===== src/rtl/vga_timing_counter.sv =====
// ---------------------------------------------------------------------------
// vga_timing_counter
//
// Pixel/line/frame timing generator for the 640x480@60 VGA pipeline.
// Divides the system clock down to the pixel rate, walks the horizontal and
// vertical counters across the full raster (including blanking), decodes
// vertical sync and the visible-area flag, and emits the line-end,
// frame-start and Game-of-Life generation ticks.
//
// Ports
//   clk          system clock; every register updates on its rising edge
//   reset        synchronous, active-high; wins over enable and all events
//   enable       run (1) / freeze (0) of all timing state
//   pixelTick    one-clk pulse at pixel rate
//   hCount       current pixel column, 0..H_TOTAL-1
//   vCount       current line, 0..V_TOTAL-1
//   vSync        vertical sync, active low
//   videoActive  high while hCount < H_ACTIVE and vCount < V_ACTIVE
//   lineEnd      one-clk pulse on the last pixel of each line
//   frameStart   one-clk pulse in the cycle before the counters wrap to (0,0)
//   genTick      one-clk pulse every FRAMES_PER_GEN frames, with frameStart
//
// All pulse outputs and the sync/active decodes are combinational from the
// registered counters, so they are valid in the same cycle as the counts
// they describe and hold steady between pixel ticks.
// ---------------------------------------------------------------------------
module vga_timing_counter #(
   parameter int CLK_DIV        = 4,
   parameter int H_ACTIVE       = 640,
   parameter int H_TOTAL        = 800,
   parameter int V_ACTIVE       = 480,
   parameter int V_FRONT_PORCH  = 10,
   parameter int V_SYNC_PULSE   = 2,
   parameter int V_TOTAL        = 525,
   parameter int FRAMES_PER_GEN = 30
) (
   input  logic                       clk,
   input  logic                       reset,
   input  logic                       enable,
   output logic                       pixelTick,
   output logic [$clog2(H_TOTAL)-1:0] hCount,
   output logic [$clog2(V_TOTAL)-1:0] vCount,
   output logic                       vSync,
   output logic                       videoActive,
   output logic                       lineEnd,
   output logic                       frameStart,
   output logic                       genTick
);

   localparam int H_W   = $clog2(H_TOTAL);
   localparam int V_W   = $clog2(V_TOTAL);
   // Divider and frame counters keep at least one bit so that the
   // degenerate settings CLK_DIV=1 / FRAMES_PER_GEN=1 still elaborate.
   localparam int DIV_W = (CLK_DIV > 1) ? $clog2(CLK_DIV) : 1;
   localparam int FRM_W = (FRAMES_PER_GEN > 1) ? $clog2(FRAMES_PER_GEN) : 1;

   localparam logic [DIV_W-1:0] DIV_LAST = DIV_W'(CLK_DIV - 1);
   localparam logic [H_W-1:0]   H_LAST   = H_W'(H_TOTAL - 1);
   localparam logic [V_W-1:0]   V_LAST   = V_W'(V_TOTAL - 1);
   localparam logic [FRM_W-1:0] FRM_LAST = FRM_W'(FRAMES_PER_GEN - 1);

   // Region bounds carry one extra bit: an active or sync boundary may sit
   // exactly at TOTAL, which need not fit in the counter width itself.
   localparam logic [H_W:0] H_ACT  = (H_W + 1)'(H_ACTIVE);
   localparam logic [V_W:0] V_ACT  = (V_W + 1)'(V_ACTIVE);
   localparam logic [V_W:0] VS_BEG = (V_W + 1)'(V_ACTIVE + V_FRONT_PORCH);
   localparam logic [V_W:0] VS_END = (V_W + 1)'(V_ACTIVE + V_FRONT_PORCH + V_SYNC_PULSE);

   logic [DIV_W-1:0] divcnt;
   logic [FRM_W-1:0] framecnt;

   logic div_last;
   logic h_last;
   logic v_last;
   logic frm_last;
   logic in_vsync;
   logic h_visible;
   logic v_visible;

   // ---- decode stage: combinational from registered counters ----
   always_comb begin
      div_last  = (divcnt   == DIV_LAST);
      h_last    = (hCount   == H_LAST);
      v_last    = (vCount   == V_LAST);
      frm_last  = (framecnt == FRM_LAST);

      // Pulses are forced low while reset is asserted so that a reset landing
      // on the final pixel of a frame never leaks a frameStart/genTick.
      pixelTick  = enable & ~reset & div_last;
      lineEnd    = pixelTick & h_last;
      frameStart = lineEnd & v_last;
      genTick    = frameStart & frm_last;

      h_visible   = ({1'b0, hCount} < H_ACT);
      v_visible   = ({1'b0, vCount} < V_ACT);
      videoActive = h_visible & v_visible;

      in_vsync = ({1'b0, vCount} >= VS_BEG) && ({1'b0, vCount} < VS_END);
      vSync    = ~in_vsync;
   end

   // ---- state stage: divider, raster counters, frame counter ----
   always_ff @(posedge clk) begin
      if (reset) begin
         divcnt   <= '0;
         hCount   <= '0;
         vCount   <= '0;
         framecnt <= '0;
      end else if (enable) begin
         divcnt <= div_last ? '0 : divcnt + 1'b1;

         if (pixelTick) begin
            if (h_last) begin
               hCount <= '0;
               vCount <= v_last ? '0 : vCount + 1'b1;
            end else begin
               hCount <= hCount + 1'b1;
            end
         end

         if (frameStart) begin
            framecnt <= frm_last ? '0 : framecnt + 1'b1;
         end
      end
   end

endmodule

===== config.mk =====
export PLATFORM = sky130hd
export DESIGN_NAME = vga_timing_counter
export DESIGN_NICKNAME = d
export VERILOG_FILES = /design/src/rtl/vga_timing_counter.sv
export SDC_FILE = /design/constraint.sdc
export NUM_CORES = 1
export LEC_CHECK = 0
export ABC_AREA = 1
export BUFFER_PORTS_ARGS = -buffer_cell sky130_fd_sc_hd__buf_2
export CAP_MARGIN = 15
export CORE_ASPECT_RATIO = 0.9
export CORE_MARGIN = 2
export CORE_UTILIZATION = 52
export CTS_BUF_LIST = sky130_fd_sc_hd__clkbuf_16
export DETAILED_ROUTE_END_ITERATION = 10
export MAX_ROUTING_LAYER = met4
export PLACE_DENSITY_LB_ADDON = 0.25
export SLEW_MARGIN = 20
export SYNTH_ARGS = -nofsm -noshare
export SYNTH_HDL_FRONTEND = slang
export SYNTH_SLANG_ARGS = --single-unit

===== constraint.sdc =====
create_clock -name clk -period 1.9 [get_ports clk]
set_clock_uncertainty 0.15 [all_clocks]
set_input_delay 0.285 -clock clk [delete_from_list [all_inputs] [get_ports clk]]
set_output_delay 0.285 -clock clk [all_outputs]
set_load 0.05 [all_outputs]

==> results.yml <==
critical_path:
  timing.critical_path.slowest_stage_cell: "sky130_fd_sc_hd__dfxtp_2"
  startpoint_of_the_worst_slack_reg_to_reg_timing_path: "divcnt[0]"
  critPathCaptureType: "output port"
  crit_path_start: "divcnt[0]"
  r2r_end: "vCount[2]"
  cp_cell_sequence: "ha_4 > nand2_4 > nor2_4 > nand2_4 > nor2_4 > nand2_4 > nor2_4 > buf_6"
  cp.arrival_ps: 1490
  worst-path-max-fanout: 3
  worstSetupPathType: "reg2out"
  worst-r2r-cell-count: 10
  r2r_slack_ps: 50
  critical_path.max_stage_delay_ps: 360
  startpoint_type: "register"
  worstPathRequired_ps: 1460
layout:
  layout.filler_cells: 241
  num_antenna_cells: 0
  layout-area-overhead-vs-synth_pct: 37.54
  nets: 310
  drive_gt1_share_pct: 33.00
  sequential_cell_area_um2: 556.8
  multiInputGateArea_um2: 972.2
clock_network:
  cts_buffer_depth: 2
  ctsRootBufferMaster: "sky130_fd_sc_hd__clkbuf_16"
  clock_latency_ps: 260
  cts_inserted_buffers: 3
  clkTransAtPathRegs_ps: 70
  clock_sinks: 27
  cts_hold_buf: 0
  cts_htree_levels: 1
  tritoncts: "built"
synth:
  postSynthNetCount: 250
  synthSimpleGateAreaFrac_pct: 42.03
  ys.warnings.count: 0
  dominantRegCellSynth: "sky130_fd_sc_hd__dfxtp_1"
  synth_cell_types: 27
  ys_ff_latch: 27
  post-synth-top-count-cell: "sky130_fd_sc_hd__nand2_1"
  netlist.area_leader.share_pct: 33.44
  synth.cells.most_frequent: "sky130_fd_sc_hd__nand2_1 (53), sky130_fd_sc_hd__inv_1 (38), sky130_fd_sc_hd__nor2_1 (34)"
  synthCells: 241
  synth_sequential_area_ratio_pct: 33.44
  synthTopCellsByArea: "sky130_fd_sc_hd__dfxtp_1 (33%), sky130_fd_sc_hd__nand2_1 (12%), sky130_fd_sc_hd__inv_1 (8.8%)"
  post_synth_fa_ha_maj_area_fraction_pct: 4.644
  synth_area_mm2: 0.001617
  share_of_the_synthesized_area_in_compound_gates_ao_oa_aoi_oai_pct: 7.276
  yosys-mux-area-fraction_pct: 0
  largest_family_of_logic_cells_by_synthesized_area: "simple AND/OR/NAND/NOR gates"
  post_synth_xor_area_fraction_pct: 2.167
  ys_async_sr_fraction_pct: 0
  syn_area_per_cell_um2: 6.708
  synth_enable_flop_cells: 0
  post-synth-top-area-cell: "sky130_fd_sc_hd__dfxtp_1"
floorplan:
  die_x_um: 62.77
  floorplan.rows: 19
  effective_utilization_at_floorplan_pct: 53.54
  die_height_um: 56.90
  core_region_area_mm2: 0.003019
  floorplan.io_pins: 29
  die-area_mm2: 0.003571
power_and_ir_drop:
  p_sw_w: 0.0002307
  pwr-share-seq_pct: 52.1
  power.switching_fraction_pct: 20.95
  power.share.combinational_pct: 4.3
  power_frac_clock_pct: 43.6
  cell_internal_pwr_w: 0.0008705
  total_leakage_power_nw: 1.066
  power_density_cells_mw_per_mm2: 495.3
  peakVddDrop_v: 0.0004108
routing:
  wl_um: 4068
  detailedRoute.firstPassIterationCount: 4
  wl_per_cell_um: 11.89
  vias_per_cell: 5.102
  drc: 0
  num_vias: 1745
  drtIter0Drc: 95
  ant_nets: 0
grt:
  initial_antenna_violation_count: 0
  first_global_vias: 1542
  gr-usage-all-layers_pct: 25.20
  first_pass_grt_wire_length_um: 6948
  global_route.overflow_total: 0
  grt_max_degree: 15
timing:
  timing.final.crit_period_ps: 1930
  timing.final.crit_share_pct: 101.6
  drv_slew: 0
  setup_violations: 2
  relSlewSlack_pct: 72.24
  hold_viol_final: 0
  timing_worst_slew_pin_value_ps: 413.2
  setup_ws_ps: -29.62
  rsz0062_at_grt: "yes"
  achievable-frequency_ghz: 0.5182
  setup-tns-final_ps: -50.01
worst_hold_path:
  hp-start: "enable"
  holdPathStages: 3
  hold_path_class: "in2reg"
  holdPathEnd: "divcnt[1]"
place:
  gp_congestion: 0.8627
  hpwlAfterDp_um: 2815
  io_buffer_count: 28
  pre_cts_slack_ps: 68.37
status:
  violations: "setup timing"
  outcome: "finished, violations left"
run:
  drv.max_cap_violation_count: 0
[through the flow]
stage / util, % / hold slack [ps] / instances / power [W] / instance area [µm²]
after global placement: 64.98 / 328.9 / 324 / 0.0006259 / 1962
after detailed placement: 64.98 / 337.0 / 324 / 0.0006266 / 1962
final: 73.64 / 215.1 / 342 / 0.001101 / 2223
after global routing: 73.64 / 216.9 / 342 / 0.001135 / 2223
after floorplan: - / 286.5 / 241 / 0.0006107 / 1663
after CTS: 71.11 / 203.8 / 338 / 0.001106 / 2147
[worst max path at each step]
stage,end,slack (ps),cells after the start
3_5_place_dp,genTick,70,8
4_1_cts,genTick,-80,8
2_1_floorplan,videoActive,-320,3
5_1_grt,genTick,-100,8
6_report,genTick,-30,8
3_3_place_gp,genTick,120,8
[registers in the layout, indices dropped and copies added, names as in the netlist]
register and flops:
vCount 10, framecnt 5, hCount 10, divcnt 2
[cell usage in the layout (no fill, tap or decap), types with 2 or more instances in the layout]
| cell | n |
|---|---|
| sky130_fd_sc_hd__clkbuf_16 | 3 |
| sky130_fd_sc_hd__nor2_1 | 33 |
| sky130_fd_sc_hd__nand2_4 | 3 |
| sky130_fd_sc_hd__nor2_4 | 5 |
| sky130_fd_sc_hd__buf_12 | 2 |
| sky130_fd_sc_hd__xor2_1 | 4 |
| sky130_fd_sc_hd__buf_4 | 27 |
| sky130_fd_sc_hd__nand4_1 | 9 |
| sky130_fd_sc_hd__ha_4 | 2 |
| sky130_fd_sc_hd__nor3_1 | 7 |
| sky130_fd_sc_hd__nand2_2 | 2 |
| sky130_fd_sc_hd__ha_1 | 4 |
| sky130_fd_sc_hd__a21oi_1 | 12 |
| sky130_fd_sc_hd__nor3b_2 | 2 |
| sky130_fd_sc_hd__dfxtp_2 | 13 |
| sky130_fd_sc_hd__nor3b_1 | 2 |
| sky130_fd_sc_hd__dfxtp_1 | 14 |
| sky130_fd_sc_hd__inv_1 | 37 |
| sky130_fd_sc_hd__nand3_1 | 18 |
| sky130_fd_sc_hd__inv_2 | 2 |
| sky130_fd_sc_hd__o21ai_0 | 5 |
| sky130_fd_sc_hd__nand2_1 | 52 |
| sky130_fd_sc_hd__nand3_2 | 3 |
| sky130_fd_sc_hd__a21oi_2 | 2 |
| sky130_fd_sc_hd__buf_2 | 25 |
| sky130_fd_sc_hd__buf_6 | 2 |
[power groups by stage]
stage	combinational [W]	sequential, W	clock, W
2_1_floorplan	0.0000232	0.000588	0
3_3_place_gp	0.0000390	0.000587	0
3_5_place_dp	0.0000394	0.000587	0
4_1_cts	0.0000447	0.000573	0.000487
5_1_grt	0.0000529	0.000574	0.000509
6_report	0.0000475	0.000574	0.000480
[critical path: cells and delay by family, from the launching register on]
family                     cells  cell delay (ps)
buffers and inverters          1              160
adders and majority gates      1              150
and+or+nand+nor                6              550
DFF                            1              360
[cells by family (layout without fill, tap and decap cells)]
logic type	count (synthesis)	in the layout
simple gates	141	141
compound gates	21	21
flops	27	27
fa+ha+maj	6	6
buf+inv	42	101
xor+xnor	4	4
[layout make-up]
type	instances	area share, %
Timing Repair Buffer	57	18.23
Tap cell	42	2.364
Clock buffer	3	3.376
Multi-Input combinational cell	172	43.73
Sequential cell	27	25.04
Clock inverter	1	0.1688
Inverter	40	7.091
[metal layers]
| layer | share of wire (%) | global-route usage, % |
|---|---|---|
| met1 | 45 | 31.18 |
| met2 | 49 | 42.86 |
| met3 | 4.5 | 4.208 |
| met4 | 1.0 | 6.667 |
| met5 | 0 | - |
[repair_timing]
item / in CTS / in global routing
gates resized for setup: 9 / 13
buffers inserted: 10 / 4
pin swaps: 7 / 6
endpoints found under the setup margin: 3 / 16
(Power assumes the default switching activity.)
